<file path="src/rtl/fetch_stage.sv">
// fetch_stage: PC register plus F->D pipeline latch with stall, redirect and one delay slot.
// Optional stall-cycle counter output Stall_Cnt is built when FETCH_STALL_CNT_EN is defined.
module fetch_stage #(
    parameter logic [31:0] RESET_PC = 32'h0000_3000
) (
    input  logic        clk,
    input  logic        reset_n,
    input  logic        Stall,
    input  logic        D_Redirect,
    input  logic [31:0] D_Target,
    input  logic [31:0] IM_Rdata,
    output logic [31:0] IM_Addr,
    output logic [31:0] F_PC,
    output logic [31:0] D_Instr,
    output logic [31:0] D_PC,
`ifdef FETCH_STALL_CNT_EN
    output logic        D_Valid,
    output logic [31:0] Stall_Cnt
`else
    output logic        D_Valid
`endif
);

    logic [31:0] next_pc;
    logic        unused_target_lsbs;

    assign IM_Addr            = F_PC;
    assign unused_target_lsbs = ^D_Target[1:0];

    // Next fetch address: word-aligned redirect target, else sequential (wraps naturally).
    always_comb begin
        next_pc = D_Redirect ? {D_Target[31:2], 2'b00} : F_PC + 32'd4;
    end

    // PC and F->D latch: reset wins, stall freezes everything, otherwise advance.
    always_ff @(posedge clk) begin
        if (!reset_n) begin
            F_PC    <= {RESET_PC[31:2], 2'b00};
            D_Instr <= 32'h0000_0000;
            D_PC    <= RESET_PC;
            D_Valid <= 1'b0;
        end else if (!Stall) begin
            F_PC    <= next_pc;
            D_Instr <= IM_Rdata;
            D_PC    <= F_PC;
            D_Valid <= 1'b1;
        end
    end

`ifdef FETCH_STALL_CNT_EN
    // Saturating count of stalled edges since the last reset.
    always_ff @(posedge clk) begin
        if (!reset_n)
            Stall_Cnt <= 32'h0000_0000;
        else if (Stall && Stall_Cnt != 32'hFFFF_FFFF)
            Stall_Cnt <= Stall_Cnt + 32'd1;
    end
`endif

endmodule

</file>
<file path="config.mk">
export PLATFORM = sky130hd
export DESIGN_NAME = fetch_stage
export DESIGN_NICKNAME = d
export VERILOG_FILES = /design/src/rtl/fetch_stage.sv
export SDC_FILE = /design/constraint.sdc
export NUM_CORES = 1
export LEC_CHECK = 0
export CAP_MARGIN = 20
export CORE_MARGIN = 2
export CORE_UTILIZATION = 42
export DETAILED_ROUTE_END_ITERATION = 10
export PLACE_DENSITY = 0.81
export SYNTH_ARGS = -nofsm -noshare
export SYNTH_HDL_FRONTEND = slang
export SYNTH_SLANG_ARGS = --single-unit
</file>
<file path="constraint.sdc">
create_clock -name clk -period 2.48 [get_ports clk]
set_input_delay 0.372 -clock clk [delete_from_list [all_inputs] [get_ports clk]]
set_output_delay 0.372 -clock clk [all_outputs]
set_load 0.05 [all_outputs]
</file>
# Yosys cells after proc, flatten, opt, wreduce, memory -nomap -nowiden
# Index checks and enable logic that the tools add are counted.
# word_totals
inputBits,68
word_cells,6
output_inout_bits,129
regBits,97
# classes
n_mux,1
n_addsub,1
# ops
operator,count
$add 32x3->32 const B,1
$mux 32,1

# Logic depth before layout (Yosys ltp)
# Gate-level depths: netlist (run 1).
# depth
depth_word,2
mapped_depth,7
mapped_depth_nobuf,6

# Least setup slack after synthesis (run 1)
# Ideal clock, no wire load.
# synth_timing
path_kind,reg-to-reg
from,reg F_PC[2]
to,reg F_PC[18]
slack_ns,0.070
stages_incl_launch_ff,8
setup_ns,0.120
synth_period_minus_slack_ns,2.410
arrival_ns,2.291
required_ns,2.360
path_buffers,1
path_cell_list,dfxtp_1 -> ha_1 -> nand4_1 -> nor4_4 -> buf_6 -> nand4_1 -> and4_1 -> a211o_1
# synth_between
elab_chain_cells,2
# synth_rtl
item,line,rtl
start: declaration,13,"output logic [31:0] F_PC,"
start signal: assignment,38,"F_PC <= {RESET_PC[31:2], 2'b00};"
start signal: assignment,43,F_PC <= next_pc;
$add 32x3->32,32,"next_pc = D_Redirect ? {D_Target[31:2], 2'b00} : F_PC + 32'd4;"
$mux 32,32,
# Every way passes these cells.
# A chain may end at the register's enable or synchronous reset.

# Worst setup path in the final report (run 1)
# layout_timing
from,reg F_PC[9]
to,out F_PC[9]
# No word-level cell between the ends.

==> results of run 1 <==
-- layout by cell type, fill, tap and decap left out, types with 3 or more instances in the layout --
cell type / n
a31oi_1: 8
buf_4: 16
o22ai_1: 3
and2_1: 7
nor2b_1: 9
clkbuf_8: 9
a21oi_1: 17
and3_1: 5
o221ai_1: 3
dfxtp_1: 93
mux2i_1: 65
o21a_1: 3
conb_1: 6
o21ai_0: 19
nor2_1: 76
clkdlybuf4s50_1: 186
clkinv_2: 3
nand3_1: 12
nand2_1: 24
nand4_1: 8
a32oi_1: 3
a22oi_1: 8
o211ai_1: 5
-- where the power goes --
group          internal, mW  total, mW  switching [mW]
Sequential             1.57       1.64          0.0756
Clock                 0.563       1.10           0.538
Combinational         0.369      0.967           0.598
Total                  2.50       3.71            1.21
-- final cells by class --
| cell class | instances | area, sq um |
|---|---|---|
| fillers | 892 | 3890 |
| multi-input cells | 324 | 2120 |
| repair buffers | 204 | 2010 |
| flip-flops and latches | 93 | 1860 |
| well taps | 136 | 170 |
| clock buffers | 9 | 124 |
| clock inverters | 7 | 90.1 |
| inverters | 4 | 15.0 |
-- layer usage --
| layer | track usage (%) | vias up | part of all wire [%] |
|---|---|---|---|
| li1 | - | 1974 | - |
| met4 | 5.57 | 0 | 1.1 |
| met1 | 26.3 | 1884 | 41 |
| met5 | 0 | - | 0 |
| met2 | 35.9 | 157 | 49 |
| met3 | 6.68 | 10 | 9.1 |
-- kinds of logic after synthesis --
family | after synthesis | synth area share (%)
simple gates | 161 | 18.5
flops | 93 | 42.2
compound gates | 89 | 13.6
buf+inv | 76 | 10.1
mux | 65 | 14.8
xor+xnor | 2 | 0.398
fa+ha+maj | 1 | 0.284
other cells | 1 | 0.0851
-- metrics by stage --
| step | setup WS [ns] | std cells | total power [mW] |
|---|---|---|---|
| 2_1_floorplan | 0.0697 | 493 | 2.32 |
| 3_3_place_gp | 0.448 | 761 | 2.63 |
| 3_5_place_dp | 0.374 | 761 | 2.65 |
| 4_1_cts | 0.321 | 777 | 3.75 |
| 5_1_grt | 0.199 | 777 | 3.87 |
| 6_report | 0.335 | 777 | 3.71 |
-- path summary, 6_finish.rpt --
path	from	end	slack, ns	cells after the start
worst max-delay path	F_PC[9]	F_PC[9]	0.33	1
worst min register to register	D_Valid	D_Valid	0.49	1
worst max register to register	F_PC[2]	F_PC[22]	0.38	7
worst min-delay path	Stall	D_PC[25]	0.48	3
-- flip-flops by register name, indices dropped and copies added, names as in the netlist --
register / cells
D_PC: 30
D_Instr: 32
D_Valid: 1
F_PC: 30
==> metrics.cfg, run 1 <==
[timing]
drv_slew=0
setup_tns_ns=0
finalCriticalPeriod_ns=2.15
rsz0062_at_grt=no
hold_viol=0
worst_pin_slew_ns=0.547
relSlewSlack_pct=63.4
fin_worst_skew_ns=0.00910
hold_slack_ns=0.481
setup_viol=0
timing.final.crit_share_pct=86.5
fmax_ghz=0.466

[clock_network]
holdBufCountCts=0
clockBufferDepth=2
cts_setup_buffers=0
numCtsBuffers=9
worstSkewPairLatency_ns=0.35
path_clk_slew_ns=0.09
cts_resized=0
cts_root_buf=clkbuf_8
cts_htree_levels=3
cts_tree=done
cts_sinks=93

[worst_setup_path]
worstSetupStartpointType=flop
arrival_ns=1.77
critical_path_class=flop to output port
cp_max_fo=10
cp.required_ns=2.11
critical_path_buf_inv_count=1
crit_slowest_cell=clkdlybuf4s50_1
path_cells=clkdlybuf4s50_1
cp-end-kind=output port
max_stage_delay_ns=0.88
critical_path.top_delay_family=buffers and inverters

[route]
vias_per_cell=5.18
num_vias=4025
routedWlPerCell_microns=15.4
postRouteAntennaNets=0
drt_wl_total_microns=12000
post-route-drc-count=0
drt_iter0_markers=162
first_pass_iters=5

[grt]
grt_max_degree=58
grt_pass1_wl_microns=19400
grt_pass1_vias=3871
antenna_found_initial=0
grt_usage_pct=21.2
overflow=0

[synth]
syn_area_sq_um=4410
yosys.area.top_type=dfxtp_1
synthFlopType=dfxtp_1
synthTopCellsByArea=dfxtp_1, mux2i_1, nor2_1
yosysSeqAreaShare_pct=42.2
synth_common_cells=dfxtp_1, nor2_1, mux2i_1
avgSynthCellArea_sq_um=9.03
postSynthCellCount=488
ys_types=57
yosysWarnings=0
yosys.cell_count.top_type=dfxtp_1
async_reset_ff_share_pct=0
ys_ff_latch=93
synth_edf_count=0
synth_top_area_share_pct=42.2

[floorplan]
ios=197
die_w_microns=106
fp-row-count=37
start_util_pct=42.9
core_sq_um=10300
die_y_microns=106
die_area_sq_um=11300

[placed_design]
postPlaceCellArea_sq_um=6170
dp_hpwl_microns=8540
place.port_buffers=188
gp_congestion=0.821

[finish]
drive_gt1_share_pct=7.49
fin_util_pct=62.2
antenna_cells=0
area_growth_pct=45.0
finalNetCount=705
stdcell_area_sq_um=6390

[power]
ir_drop_uv=456
power_density_nw_per_um2=581
power.leakage_nw=2.53

[run]
cap_viol_max_count=0

[run_status]
status=finished clean

[worst_hold_path]
hp-class=input port to flop

(Power assumes the default switching activity.)
==> inputs of run 2 (changes only) <==
Clock period 2.48 ns to 2.2 ns, I/O delays scaled along.
==> run 2 against run 1 <==
Net effect:
- via count grew 3.9%
- first-iteration DRC count rose by 27%
- highest routed layer unchanged
- register-to-register slack got worse by 0.26 ns
- critical endpoint is now F_PC[22]
- clock skew is 0.0014 ns lower
- largest power group unchanged
- largest cell class is now non-clock buffers
==> metrics.cfg, run 2 (synthesized netlist as in run 1, its figures left out) <==
[clock_network]
worstSkewPairLatency_ns=0.36
cts_htree_levels=3
cts_sinks=93
cts_root_buf=clkbuf_8
cts_tree=done
path_clk_slew_ns=0.09
holdBufCountCts=0
cts_resized=0
cts_setup_buffers=0
numCtsBuffers=9
clockBufferDepth=2

[worst_setup_path]
cp-end-kind=flop
critical_path_class=flop to flop
cp-startpoint=F_PC[2]
worstSetupStartpointType=flop
r2r_start=F_PC[2]
cp.required_ns=2.49
cp_max_fo=12
arrival_ns=2.37

[floorplan]
ios=197
fp-row-count=37
core_sq_um=10300
die_y_microns=106
start_util_pct=42.9
die_w_microns=106
die_area_sq_um=11300

[timing]
setup_tns_ns=0
setup_viol=0
fmax_ghz=0.480
rsz0062_at_grt=no
timing.final.crit_share_pct=94.7
fin_worst_skew_ns=0.00770
relSlewSlack_pct=63.1
worst_pin_slew_ns=0.551
finalCriticalPeriod_ns=2.08
drv_slew=0
hold_viol=0

[placed_design]
postPlaceCellArea_sq_um=6300
gp_congestion=0.813
dp_cells=774
place.port_buffers=188
dp_hpwl_microns=8930

[finish]
area_growth_pct=47.8
drive_gt1_share_pct=9.63
top_register=D_Instr
antenna_cells=0
layout.cells.most_common=clkdlybuf4s50_1
top_regs=D_Instr (32), D_PC (30), F_PC (30)
layout_common_cells=clkdlybuf4s50_1, dfxtp_1, nor2_1
finalNetCount=718
fin_cells=790
largest_register_ffs=32
stdcell_area_sq_um=6510
fillers=886

[grt]
grt_usage_pct=21.9
grt_pass1_wl_microns=20000
grt_max_degree=65
antenna_found_initial=0
overflow=0
grt_pass1_vias=4046

[route]
drt_iter0_markers=206
vias_per_cell=5.29
post-route-drc-count=0
drt_wl_total_microns=12400
num_vias=4182
first_pass_iters=5
routedWlPerCell_microns=15.7
postRouteAntennaNets=0

[power]
ir_drop_uv=360
power_density_nw_per_um2=642
p_total_mw=4.18
power.leakage_nw=2.60

[run]
cap_viol_max_count=0

[worst_hold_path]
hp-start=Stall
hp-class=input port to flop

[run_status]
status=finished clean

run 2: cell count changes in the layout (fill, tap and decap cells not counted), sizes merged:
cell	previous run	this run
clkinv	4	2
bufinv	2	1
clkinvlp	2	1
clkbuf	9	13
buf	18	31
run 2: cell type report:
type	instances	area, sq um	share of cell area, %
Inverter	4	15.0	0.231
Clock inverter	3	42.5	0.653
Sequential cell	93	1870	28.6
Clock buffer	13	169	2.59
Tap cell	136	170	2.61
Timing Repair Buffer	217	2130	32.7
Multi-Input combinational cell	324	2120	32.6
run 2: routing by layer:
metal | vias up | track usage [%] | routed length (microns)
met5 | - | 0 | 0
met4 | 0 | 8.63 | 264
met3 | 23 | 5.27 | 984
met2 | 184 | 37.5 | 6110
met1 | 1981 | 26.4 | 5050
li1 | 1994 | - | -
run 2: worst paths after layout:
path               to  slack [ns]  depth (start not counted)
max          F_PC[22]        0.12                          7
min          F_PC[20]        0.41                          3
max reg2reg  F_PC[22]        0.12                          7
min reg2reg   D_Valid        0.48                          1
run 2: metrics by stage:
stage | hold WS (ns) | setup slack (ns) | utilization, %
2_1_floorplan | 0.474 | 0.0158 | -
3_3_place_gp | 0.450 | 0.194 | 61.3
3_5_place_dp | 0.461 | 0.159 | 61.3
4_1_cts | 0.376 | 0.121 | 63.4
5_1_grt | 0.409 | 0.0157 | 63.4
6_report | 0.408 | 0.117 | 63.4
run 2: power breakdown:
group / switching (mW) / internal, mW / total, mW
Sequential: 0.0651 / 1.77 / 1.83
Combinational: 0.701 / 0.433 / 1.13
Clock: 0.592 / 0.618 / 1.21
run 2: critical path, stage by stage (launching register included):
cell and delay, ns:
dfxtp_2 0.34, ha_1 0.24, nand4_1 0.24, nor4_4 0.25
buf_4 0.23, nand4_1 0.15, or4_1 0.42, a31oi_1 0.17
